<file path="config.mk">
export PLATFORM = sky130hd
export DESIGN_NAME = piso_serializer
export DESIGN_NICKNAME = d
export VERILOG_FILES = /design/src/rtl/piso_serializer.sv
export SDC_FILE = /design/constraint.sdc
export NUM_CORES = 1
export LEC_CHECK = 0
export BUFFER_PORTS_ARGS = -buffer_cell sky130_fd_sc_hd__buf_2
export CAP_MARGIN = 20
export CORE_ASPECT_RATIO = 1.25
export CORE_MARGIN = 5
export CORE_UTILIZATION = 47
export DETAILED_ROUTE_END_ITERATION = 7
export PLACE_DENSITY = 0.74
export SETUP_SLACK_MARGIN = 0.2
export SKIP_LAST_GASP = 1
export SYNTH_ARGS = -nofsm -noshare
export SYNTH_HDL_FRONTEND = slang
export SYNTH_SLANG_ARGS = --single-unit
export TNS_END_PERCENT = 50
</file>
<file path="constraint.sdc">
create_clock -name clk_in -period 1.4 [get_ports clk_in]
set_clock_uncertainty 0.2 [all_clocks]
set_input_delay 0 -clock clk_in [delete_from_list [all_inputs] [get_ports clk_in]]
set_output_delay 0 -clock clk_in [all_outputs]
set_load 0.1 [all_outputs]
</file>
<file path="src/rtl/piso_serializer.sv">
// Parametrised parallel-in/serial-out serializer with valid/ready load, bit-rate strobe,
// per-frame bit order and gapless back-to-back frames.
module piso_serializer #(
    parameter int unsigned WIDTH      = 8,
    parameter logic        IDLE_LEVEL = 1'b0
) (
    input  logic             clk_in,
    input  logic             rst_n_in,
    input  logic [WIDTH-1:0] par_in,
    input  logic             msb_first_in,
    input  logic             par_valid_in,
    output logic             par_ready_out,
    input  logic             shift_en_in,
    input  logic             ser_in,
    output logic             ser_out,
    output logic             ser_valid_out,
    output logic             latched_msb_out,
    output logic             busy_out,
    output logic             frame_done_out
);

    localparam int unsigned     CntW    = $clog2(WIDTH + 1);
    localparam logic [CntW-1:0] CntFull = CntW'(WIDTH);
    localparam logic [CntW-1:0] CntOne  = CntW'(1);

    typedef enum logic {StIdle, StShift} state_e;

    state_e           state_q, state_d;
    logic [WIDTH-1:0] shift_q, shift_d;
    logic [CntW-1:0]  bits_left_q, bits_left_d;
    logic             latched_msb_q, latched_msb_d;
    logic             frame_done_q, frame_done_d;
    logic             last_strobe;
    logic             accept;

    // Readiness on the final strobe lets the next frame load with no idle gap.
    assign last_strobe   = (state_q == StShift) && shift_en_in && (bits_left_q == CntOne);
    assign par_ready_out = (state_q == StIdle) || last_strobe;
    assign accept        = par_valid_in && par_ready_out;

    always_comb begin
        state_d       = state_q;
        shift_d       = shift_q;
        bits_left_d   = bits_left_q;
        latched_msb_d = latched_msb_q;
        frame_done_d  = 1'b0;

        if ((state_q == StShift) && shift_en_in) begin
            shift_d     = latched_msb_q ? {shift_q[WIDTH-2:0], ser_in}
                                        : {ser_in, shift_q[WIDTH-1:1]};
            bits_left_d = bits_left_q - CntOne;
            if (last_strobe) begin
                frame_done_d = 1'b1;
                state_d      = StIdle;
            end
        end

        // A same-edge load overrides the final shift and keeps the frame stream going.
        if (accept) begin
            shift_d       = par_in;
            latched_msb_d = msb_first_in;
            bits_left_d   = CntFull;
            state_d       = StShift;
        end
    end

    always_ff @(posedge clk_in) begin
        if (!rst_n_in) begin
            state_q       <= StIdle;
            shift_q       <= '0;
            bits_left_q   <= '0;
            latched_msb_q <= 1'b0;
            frame_done_q  <= 1'b0;
        end else begin
            state_q       <= state_d;
            shift_q       <= shift_d;
            bits_left_q   <= bits_left_d;
            latched_msb_q <= latched_msb_d;
            frame_done_q  <= frame_done_d;
        end
    end

    always_comb begin
        ser_out = IDLE_LEVEL;
        if (state_q == StShift) begin
            ser_out = latched_msb_q ? shift_q[WIDTH-1] : shift_q[0];
        end
    end

    assign ser_valid_out   = (state_q == StShift);
    assign busy_out        = (state_q == StShift);
    assign latched_msb_out = latched_msb_q;
    assign frame_done_out  = frame_done_q;

endmodule
</file>
==> impl_metrics.csv <==
group,metric,value,unit
global_routing,grt_pass1_vias,898,
sta,hold_violations,1,
detailed_routing,drt-wirelength-per-cell,14.66,µm
worst_setup_path,endpoint,"par_ready_out",
cts,worstSkewPairLatency,0.29,ns
detailed_routing,dr.pass1.iters,4,
worst_setup_path,rrSetupSlack,-0.11,ns
synthesis,synth_area,893.4,µm²
global_routing,grt_pass1_wl,3919,µm
synthesis,yosysWarnings,0,
synthesis,synthSimpleGateAreaFrac,13.87,%
pwr,p_clk_share,22.0,%
detailed_routing,drt_iter0_drc,19,
synthesis,postSynthCellCount,93,
cts,clock_path_buffers,2,
placed_design,placed_area,0.001189,mm²
cts,cts_buffers,3,
finish,layout_commonest_cell,"mux2i_1",
finish,finish.instance_area,0.001405,mm²
sta,drv_slew,0,
pwr,power,1.151,mW
synthesis,synth_seq_area_share,33.61,%
sta,fmax,0.6502,GHz
worst_setup_path,crit_buf_inv,3,
sta,holdWs,-0.04725,ns
pwr,sequentialPowerShare,43.9,%
finish,layout_common_cells,"mux2i_1, buf_4, buf_2",
finish,nFillCells,112,
run_status,status,"finished, violations left",
cts,htree_levels,1,
synthesis,synth.mux.area_fraction,20.17,%
floorplanning,design.core.area,0.001787,mm²
sta,setup_tns,-1.224,ns
pwr,leakagePower,0.5658,nW
run,drv_cap,0,
synthesis,synth_compound_area_share,18.91,%
finish,diodes,0,
sta,setup_violations,14,
cts,clk_pin_slew,0.08,ns
run_status,violations,"hold timing, setup timing",
detailed_routing,routed_wl,2287,µm
synthesis,synth_top_family_by_area,"multiplexers",
detailed_routing,post-route-drc-count,0,
cts,hold_buffers,11,
sta,fin_crit,1.538,ns
placed_design,hpwl,1525,µm
global_routing,grt.overflow.total,0,
detailed_routing,ant_nets,0,
synthesis,ys_types,24,
hold_path,hp-class,"in2reg",
placed_design,place_congestion,0.8370,
worst_setup_path,cp.arrival,1.34,ns
synthesis,avgSynthCellArea,9.606,µm²
worst_setup_path,rr_startpoint,"bits_left_q[1]$_SDFFE_PP0P_",
floorplanning,die_w,49.00,µm
worst_setup_path,startpoint,"bits_left_q[1]$_SDFFE_PP0P_",
worst_setup_path,required,1.20,ns
cts,root_buffer,"clkbuf_4",
finish,final_nets,154,
detailed_routing,num_vias,853,
pwr,power.net_switching,380.6,µW
floorplanning,row_count,17,
worst_setup_path,crit_type,"reg2out",
worst_setup_path,cp_num_cells,6,
worst_setup_path,cp_cell_sequence,"inv_4, ha_4, nand4bb_4, buf_6, nand2_4, buf_12",
detailed_routing,vias_per_cell,5.468,
pwr,switching_share,33.06,%
worst_setup_path,critPathCaptureType,"output port",
cts,clock-sinks,15,
floorplanning,die_y,58.75,µm
placed_design,place.port_buffers,19,
finish,fin_util,78.64,%
pwr,p_int,770.7,µW
global_routing,grt_use_total,17.01,%
sta,timing.final.crit_share,109.9,%
worst_setup_path,cp-start-kind,"flip-flop",
global_routing,grt_max_degree,23,
sta,rsz0062_at_grt,"true",
sta,fin_ws,-0.1379,ns
synthesis,synthXorXnorAreaFrac,1.961,%
worst_setup_path,crit_family,"buffers and inverters",
floorplanning,die_area,0.002878,mm²
pwr,powerDensity,819.4,mW/mm²
finish,drive_gt1_share,38.69,%
worst_setup_path,r2r_cells,6,
worst_setup_path,slowest_stage,"dfxtp_2",
cts,tritoncts,"done",
worst_setup_path,slowest_delay,0.35,ns
sta,worst_pin_slew,0.4761,ns
floorplanning,ioPinCount,20,
pwr,ir_drop,0.8991,mV
synthesis,synthesis.nets,109,
synthesis,synthAdderAreaFrac,2.801,%
synthesis,ys_seq_elements,15,
floorplanning,start_util,50.00,%
sta,slew_headroom,68.23,%
finish,synthToLayoutAreaGrowth,57.28,%
pwr,pwr-share-comb,34.1,%
worst_setup_path,path_max_fanout,3,
worst_setup_path,r2r-end,"shift_q[6]$_SDFFE_PN0P_",
global_routing,antenna_found_initial,0,
[how the worst min path moves through the flow]
stage                      start  cells past startpoint                           end
CTS                  shift_en_in                      4     frame_done_out$_SDFF_PN0_
finish               shift_en_in                      4     frame_done_out$_SDFF_PN0_
global route         shift_en_in                      4     frame_done_out$_SDFF_PN0_
global placement    par_valid_in                      3         busy_out$_SDFFE_PN0P_
detailed placement  msb_first_in                      3  latched_msb_out$_SDFFE_PN0P_
floorplan           par_valid_in                      2         busy_out$_SDFFE_PN0P_
[metrics by stage]
| step | hold slack (ns) | std cells | worst slack [ns] |
|---|---|---|---|
| 2_1_floorplan | -0.08386 | 93 | -0.1033 |
| 3_3_place_gp | 0.03772 | 134 | -0.04883 |
| 3_5_place_dp | 0.05181 | 134 | -0.09745 |
| 4_1_cts | -0.05420 | 152 | -0.1618 |
| 5_1_grt | -0.05090 | 156 | -0.2092 |
| 6_report | -0.04725 | 156 | -0.1379 |
[state kept, by name, summed over array words and instances, names as in the netlist]
| register | flops |
|---|---|
| bits_left_q | 4 |
| busy_out | 1 |
| latched_msb_out | 1 |
| shift_q | 8 |
| frame_done_out | 1 |
[per-layer routing]
layer	GRT usage [%]	vias up	wire, µm
li1	-	433	-
met1	17.13	396	949
met2	32.46	20	1182
met3	4.557	4	107
met4	7.308	0	48
met5	0	-	0
[power groups by stage]
stage                     Clock, mW  Sequential (mW)  Combinational (mW)
after CTS                     0.256            0.502               0.381
after global routing          0.277            0.510               0.423
after global placement            0            0.515               0.328
after detailed placement          0            0.516               0.340
after floorplan                   0            0.524               0.221
final                         0.253            0.505               0.393
[worst reg2reg max path: cells and delay by family (launching register included)]
| family | cells | cell delay (ns) |
|---|---|---|
| flip-flops | 1 | 0.35 |
| buffers and inverters | 2 | 0.24 |
| AO/OA/AOI/OAI | 1 | 0.20 |
| multiplexers | 1 | 0.19 |
| adder cells (fa/ha/maj) | 1 | 0.14 |
| AND/OR/NAND/NOR | 1 | 0.13 |
[synth_stat cells]
cell | count | area (µm²)
dfxtp_1 | 15 | 300.3
nor2_1 | 1 | 3.750
nand4bb_4 | 1 | 27.53
nand3b_1 | 1 | 7.510
a2111oi_2 | 1 | 15.01
nor2b_1 | 1 | 6.260
buf_6 | 2 | 22.52
a311o_1 | 8 | 80.08
clkbuf_1 | 2 | 7.510
buf_2 | 2 | 10.01
nand3_1 | 1 | 5.000
xor2_1 | 1 | 8.760
o31a_1 | 2 | 17.52
xnor2_1 | 1 | 8.760
a21boi_2 | 1 | 11.26
and3_1 | 1 | 6.260
ha_1 | 2 | 25.02
nor3_1 | 2 | 10.01
inv_1 | 4 | 15.01
a21oi_1 | 9 | 45.04
nor4_1 | 2 | 12.51
mux2i_1 | 18 | 180.2
buf_4 | 3 | 22.52
nand2_1 | 12 | 45.04
[cell type report]
cell class / count / area (µm²) / area share, %
multi-input cells: 65 / 575.6 / 40.96
inverters: 4 / 17.52 / 1.247
well taps: 19 / 23.77 / 1.692
flip-flops and latches: 15 / 310.3 / 22.08
clock buffers: 4 / 26.28 / 1.870
repair buffers: 49 / 451.7 / 32.15
[timing repair]
item	CTS	global route
endpoints found under the hold margin	12	1
buffers inserted	3	4
setup endpoints to repair	20	21
pin swaps	2	2
resized for setup	2	2
[logic make-up (layout without fill, tap and decap cells)]
| family | Yosys count | count (layout) |
|---|---|---|
| flops | 15 | 15 |
| fa+ha+maj | 2 | 2 |
| buf+inv | 13 | 57 |
| xor+xnor | 2 | 2 |
| mux | 18 | 18 |
| compound gates | 21 | 21 |
| simple gates | 22 | 22 |
Note: power is estimated with default switching activity, not from simulation.
